===== src/rtl/config_arbiter.sv =====
// config_arbiter: round-robin front end for the shared ConfigurationUnit.
// Picks one of two requesters, checks the requester's key against the master
// key, then drives the unit's request/confirm/key/data handshake. Repeated key
// failures put the block into a timed lockout. Every output is registered.
module config_arbiter #(
    parameter logic [7:0] KEY         = 8'hA5,
    parameter int         MAX_FAIL    = 3,
    parameter int         HOLD_CYCLES = 2,
    parameter int         LOCK_CYCLES = 16
) (
    input  logic       clock,
    input  logic       resetN,
    input  logic [1:0] req,
    input  logic [7:0] key0,
    input  logic [7:0] key1,
    input  logic [7:0] data0,
    input  logic [7:0] data1,
    output logic [1:0] grant,
    output logic [1:0] done,
    output logic [1:0] denied,
    output logic       locked,
    output logic [1:0] failCount,
    output logic       cfgRequest,
    output logic       cfgConfirm,
    output logic [7:0] cfgKey,
    output logic [7:0] cfgData
);

    // One counter serves both the REQ hold time and the lockout time.
    localparam int CNT_MAX = (LOCK_CYCLES > HOLD_CYCLES) ? LOCK_CYCLES : HOLD_CYCLES;
    localparam int CNT_W   = $clog2(CNT_MAX + 1);

    typedef enum logic [2:0] {
        IDLE    = 3'd0,
        CHECK   = 3'd1,
        REQ     = 3'd2,
        CONFIRM = 3'd3,
        DONE    = 3'd4,
        DENY    = 3'd5,
        LOCKED  = 3'd6
    } state_t;

    state_t           state_q, state_d;
    logic [CNT_W-1:0] cnt_q, cnt_d;
    logic [1:0]       fail_q, fail_d;
    logic [1:0]       fail_inc;
    logic             ptr_q, ptr_d;
    logic             winner_q, winner_d;
    logic [7:0]       key_q, key_d;
    logic [7:0]       data_q, data_d;

    // Registered outputs and their next values.
    logic [1:0] grant_q, grant_d;
    logic [1:0] done_q, done_d;
    logic [1:0] denied_q, denied_d;
    logic       locked_q, locked_d;
    logic       cfg_req_q, cfg_req_d;
    logic       cfg_conf_q, cfg_conf_d;
    logic [7:0] cfg_key_q, cfg_key_d;
    logic [7:0] cfg_data_q, cfg_data_d;

    // Per-requester views: key/data arrays and one-hot decodes of the
    // candidate winner (this cycle) and of the latched winner.
    logic [7:0] key_arr  [2];
    logic [7:0] data_arr [2];
    logic [1:0] cand_oh;
    logic [1:0] win_oh;

    genvar gi;
    generate
        for (gi = 0; gi < 2; gi++) begin : g_req
            assign key_arr[gi]  = (gi == 0) ? key0  : key1;
            assign data_arr[gi] = (gi == 0) ? data0 : data1;
            assign cand_oh[gi]  = (winner_d == 1'(gi));
            assign win_oh[gi]   = (winner_q == 1'(gi));
        end
    endgenerate

    assign fail_inc = fail_q + 2'd1;

    // State register plus the datapath latches that move with it.
    always_ff @(posedge clock or negedge resetN) begin
        if (!resetN) begin
            state_q  <= IDLE;
            cnt_q    <= '0;
            fail_q   <= 2'd0;
            ptr_q    <= 1'b0;
            winner_q <= 1'b0;
            key_q    <= 8'd0;
            data_q   <= 8'd0;
        end else begin
            state_q  <= state_d;
            cnt_q    <= cnt_d;
            fail_q   <= fail_d;
            ptr_q    <= ptr_d;
            winner_q <= winner_d;
            key_q    <= key_d;
            data_q   <= data_d;
        end
    end

    // Next-state logic: arbitration, key check, hold and lockout timing.
    always_comb begin
        state_d  = state_q;
        cnt_d    = cnt_q;
        fail_d   = fail_q;
        ptr_d    = ptr_q;
        winner_d = winner_q;
        key_d    = key_q;
        data_d   = data_q;
        unique case (state_q)
            IDLE: begin
                if (req != 2'b00) begin
                    // A lone request wins outright; a tie goes to the pointer.
                    if (req == 2'b01)      winner_d = 1'b0;
                    else if (req == 2'b10) winner_d = 1'b1;
                    else                   winner_d = ptr_q;
                    key_d   = key_arr[winner_d];
                    data_d  = data_arr[winner_d];
                    state_d = CHECK;
                end
            end
            CHECK: begin
                cnt_d = '0;
                if (key_q == KEY) begin
                    fail_d  = 2'd0;
                    state_d = REQ;
                end else begin
                    fail_d  = fail_inc;
                    state_d = (fail_inc == 2'(MAX_FAIL)) ? LOCKED : DENY;
                end
            end
            REQ: begin
                // Requester withdrawing mid-hold abandons the transaction quietly.
                if (!req[winner_q])                           state_d = IDLE;
                else if (cnt_q == CNT_W'(HOLD_CYCLES - 1))    state_d = CONFIRM;
                else                                          cnt_d   = cnt_q + 1'b1;
            end
            CONFIRM: state_d = DONE;
            DONE: begin
                state_d = IDLE;
                ptr_d   = ~winner_q;
            end
            DENY: begin
                state_d = IDLE;
                ptr_d   = ~winner_q;
            end
            LOCKED: begin
                if (cnt_q == CNT_W'(LOCK_CYCLES - 1)) begin
                    state_d = IDLE;
                    fail_d  = 2'd0;
                end else begin
                    cnt_d = cnt_q + 1'b1;
                end
            end
            default: state_d = IDLE;
        endcase
    end

    // Output logic: derive every registered output from the upcoming state.
    always_comb begin
        grant_d = grant_q;
        if (state_q == IDLE && state_d == CHECK)     grant_d = cand_oh;
        else if (state_d == IDLE || state_d == LOCKED) grant_d = 2'b00;

        done_d   = (state_d == DONE) ? win_oh : 2'b00;
        denied_d = (state_d == DENY || (state_q == CHECK && state_d == LOCKED))
                   ? win_oh : 2'b00;
        locked_d = (state_d == LOCKED);

        cfg_req_d  = (state_d == REQ) || (state_d == CONFIRM);
        cfg_conf_d = (state_d == CONFIRM);
        cfg_key_d  = cfg_req_d ? key_q  : 8'd0;
        cfg_data_d = cfg_req_d ? data_q : 8'd0;
    end

    // Output registers.
    always_ff @(posedge clock or negedge resetN) begin
        if (!resetN) begin
            grant_q    <= 2'b00;
            done_q     <= 2'b00;
            denied_q   <= 2'b00;
            locked_q   <= 1'b0;
            cfg_req_q  <= 1'b0;
            cfg_conf_q <= 1'b0;
            cfg_key_q  <= 8'd0;
            cfg_data_q <= 8'd0;
        end else begin
            grant_q    <= grant_d;
            done_q     <= done_d;
            denied_q   <= denied_d;
            locked_q   <= locked_d;
            cfg_req_q  <= cfg_req_d;
            cfg_conf_q <= cfg_conf_d;
            cfg_key_q  <= cfg_key_d;
            cfg_data_q <= cfg_data_d;
        end
    end

    assign grant      = grant_q;
    assign done       = done_q;
    assign denied     = denied_q;
    assign locked     = locked_q;
    assign failCount  = fail_q;
    assign cfgRequest = cfg_req_q;
    assign cfgConfirm = cfg_conf_q;
    assign cfgKey     = cfg_key_q;
    assign cfgData    = cfg_data_q;

endmodule


===== config.mk =====
export PLATFORM = sky130hd
export DESIGN_NAME = config_arbiter
export DESIGN_NICKNAME = d
export VERILOG_FILES = /design/src/rtl/config_arbiter.sv
export SDC_FILE = /design/constraint.sdc
export NUM_CORES = 1
export LEC_CHECK = 0
export ABC_AREA = 1
export ABC_CLOCK_PERIOD_IN_PS = 2800
export CAP_MARGIN = 0
export CORE_AREA = 2 2 65 67
export DETAILED_ROUTE_END_ITERATION = 8
export DIE_AREA = 0 0 67 69
export DONT_BUFFER_PORTS = 1
export GPL_TIMING_DRIVEN = 0
export PLACE_DENSITY = 0.81
export SLEW_MARGIN = 20
export SYNTH_ARGS = -nofsm -noshare
export SYNTH_HDL_FRONTEND = slang
export SYNTH_SLANG_ARGS = --single-unit

===== constraint.sdc =====
create_clock -name clock -period 2.8 [get_ports clock]
set_input_delay 0.42 -clock clock [delete_from_list [all_inputs] [get_ports clock]]
set_output_delay 0.42 -clock clock [all_outputs]
set_load 0.05 [all_outputs]

==> impl_metrics.env <==
export IMPL_hold_start="key1[7]"
export IMPL_tritoncts="yes"
export IMPL_synth_top_cells_by_count="dfrtp_1 (53), nor2_1 (36), inv_1 (33), nand2_1 (24), o21ai_0 (19)"
export IMPL_portBuffers=0
export IMPL_avgSynthCellArea_um2=9.52
export IMPL_core_area_mm2=0.00391
export IMPL_power_density_mw_per_mm2=1240
export IMPL_cts_max_level=2
export IMPL_grt_pass1_wl_um=7420
export IMPL_peakVddDrop_mv=0.582
export IMPL_initial_core_util_pct=58.6
export IMPL_drv_slew=0
export IMPL_cp_end_kind="flop"
export IMPL_grt_max_degree=54
export IMPL_fmax_mhz=539
export IMPL_dieHeight_um=69
export IMPL_hpwl_um=3180
export IMPL_wl_per_cell_um=14.8
export IMPL_clkSinkCount=53
export IMPL_drtIter0Drc=54
export IMPL_post_route_drc_count=0
export IMPL_synth_edf_count=0
export IMPL_synthTopCellsByArea="dfrtp_1 (58%), nor2_1 (5.9%), inv_1 (5.4%)"
export IMPL_nets=290
export IMPL_synth_top_area_share_pct=57.8
export IMPL_ys_seq_area_share_pct=57.8
export IMPL_hold_viol=0
export IMPL_grt_pass1_vias=1580
export IMPL_yosysTopAreaCell="dfrtp_1"
export IMPL_synth_most_common_cell="dfrtp_1"
export IMPL_fin_util_pct=63.0
export IMPL_final_seq_area_mm2=0.00133
export IMPL_power_w=0.00306
export IMPL_cts_buffers=5
export IMPL_grt_overflow=0
export IMPL_drt_total_wl_um=4420
export IMPL_finalCriticalPeriod_ns=1.86
export IMPL_rsz0062_at_grt="no"
export IMPL_critPathArrivalTime_ns=2.05
export IMPL_fin_skew_ns=0.00889
export IMPL_areaGrowthSynthToFinish_pct=7.58
export IMPL_startpoint_type="flop"
export IMPL_multiInputGateArea_um2=781
export IMPL_rows=23
export IMPL_cts_root_buf="clkbuf_8"
export IMPL_setup_viol=0
export IMPL_synth_warnings=0
export IMPL_diodes=0
export IMPL_critPathMaxStageDelay_ns=0.43
export IMPL_cp_num_buf_inv=2
export IMPL_antenna_found_initial=0
export IMPL_synth_fp_nets=281
export IMPL_rr_startpoint="cnt_q[0]"
export IMPL_path_max_fanout=10
export IMPL_min_period_over_period_pct=66.3
export IMPL_die_w_um=67
export IMPL_dr_total_vias=1629
export IMPL_setup_tns_ns=0
export IMPL_tightest_slew_ns=0.510
export IMPL_holdWs_ns=0.290
export IMPL_ys_ff_latch=53
export IMPL_synth_area_mm2=0.00229
export IMPL_slowest_stage="dfrtp_1"
export IMPL_fillerInstances=340
export IMPL_maxCapViolations=0
export IMPL_viasPerCell=5.45
export IMPL_post_cts_buffers=0
export IMPL_cts_clk_slew_worst_paths_ns=0.09
export IMPL_syn_inst=241
export IMPL_critical_path_class="flop to flop"
export IMPL_ios=63
export IMPL_ys_flop_type="dfrtp_1"
export IMPL_worstPathRequired_ns=2.99
export IMPL_critPathLaunch="cnt_q[0]"
export IMPL_hold_path_class="input pin to flop"
export IMPL_grt_usage_pct=21.3
export IMPL_final_layout_size_suffix_gt1_share_pct=14.5
export IMPL_path_cells="ha_1 -> nand2_1 -> nor2_1 -> ha_1 -> nor2_1 -> nand2_1 -> nand3_2 -> nor2_4 -> inv_4 -> buf_8 -> nor2_2"
export IMPL_ant_nets=0
export IMPL_clockBufferDepth=2
export IMPL_critPathTopFamily="simple AND/OR/NAND/NOR gates"
export IMPL_dieArea_mm2=0.00462
export IMPL_status="completed"
export IMPL_slew_limit_headroom_pct=66.0
export IMPL_ys_types=28
export IMPL_dr_pass1_iters=4
export IMPL_async_flop_share_pct=100
export IMPL_cellLeakagePower_nw=1.21
export IMPL_gp_congestion=0.875
export IMPL_clk_latency_ns=0.30
-- where the power goes --
group | total (W) | switching (W) | internal (W)
logic | 0.00102 | 0.000669 | 0.000348
registers | 0.00165 | 0.000605 | 0.00104
clock network | 0.000397 | 0.000232 | 0.000165
-- flip-flops by register name (all words and copies together) (netlist names) --
register	count
state_q	3
done	2
cfgData	8
locked	1
denied	2
cfgRequest	1
cnt_q	5
cfgKey	8
failCount	2
key_q	8
cfgConfirm	1
winner_q	1
grant	2
ptr_q	1
data_q	8
-- metal layers --
| metal | up-vias | global-route usage [%] | wire, um |
|---|---|---|---|
| li1 | 791 | - | - |
| met1 | 775 | 27.4 | 1910 |
| met2 | 56 | 32.0 | 2060 |
| met3 | 7 | 9.79 | 397 |
| met4 | 0 | 6.35 | 55 |
| met5 | - | 0 | 0 |
-- logic make-up after synthesis --
kind of cell	synth area share, %
muxes	0.436
adders and majority gates	2.18
and+or+nand+nor	19.6
buffers and inverters	8.13
AOI/OAI and AO/OA	11.4
DFF	57.8
xor gates and xnor gates	0.382
-- per-stage QoR --
stage | instance area [um^2] | setup WS [ns] | instances
4_1_cts | 2470 | 0.957 | 299
3_5_place_dp | 2360 | 0.972 | 291
6_report | 2470 | 0.943 | 299
5_1_grt | 2470 | 0.838 | 299
3_3_place_gp | 2360 | 0.974 | 291
2_1_floorplan | 2290 | 1.13 | 241
-- cell type report --
type / count / share of cell area [%]
tap: 50 / 2.54
clock buffer: 5 / 2.79
clock inverter: 1 / 0.203
multi-input combinational: 143 / 31.6
timing repair buffer: 2 / 1.52
sequential: 53 / 53.8
buffer: 6 / 1.52
inverter: 39 / 6.03
-- placed cells by master, fill, tap and decap left out, drive strengths merged --
cell / Yosys / routed
buf: 4 / 5
xor2: 1 / 1
dfrtp: 53 / 53
ha: 4 / 4
mux2i: 1 / 1
o21ai: 22 / 22
a31o: 1 / 1
nand2: 26 / 26
clkinv: 0 / 1
a21oi: 4 / 4
o22ai: 18 / 18
nand3: 10 / 10
nor2: 49 / 49
inv: 39 / 39
nor3: 2 / 2
clkbuf: 2 / 7
nand3b: 1 / 1
nand4: 3 / 3
a31oi: 1 / 1
dlygate4sd3: 0 / 1
-- final timing paths --
kind	endpoint	slack (ns)	depth (start not counted)
setup / recovery	cfgData[1]	0.94	11
hold / removal	key_q[7]	0.29	2
setup reg to reg	cfgData[1]	0.94	11
hold reg to reg	cfgData[3]	0.50	2
max in group asynchronous	cfgData[7]	1.94	2
min in group asynchronous	cfgData[5]	0.65	2
-- worst register-to-register path: stages (launching register included) --
cell,delay (ns)
dfrtp_1,0.43
ha_1,0.23
nand2_1,0.08
nor2_1,0.04
ha_1,0.20
nor2_1,0.15
nand2_1,0.10
nand3_2,0.13
nor2_4,0.06
inv_4,0.09
buf_8,0.18
nor2_2,0.05
-- what timing repair did --
| action | CTS | global route |
|---|---|---|
| endpoints found under the hold margin | 53 | 0 |
| hold buffers | 2 | 0 |
| resized for setup | 0 | 0 |
(Power assumes the default switching activity.)
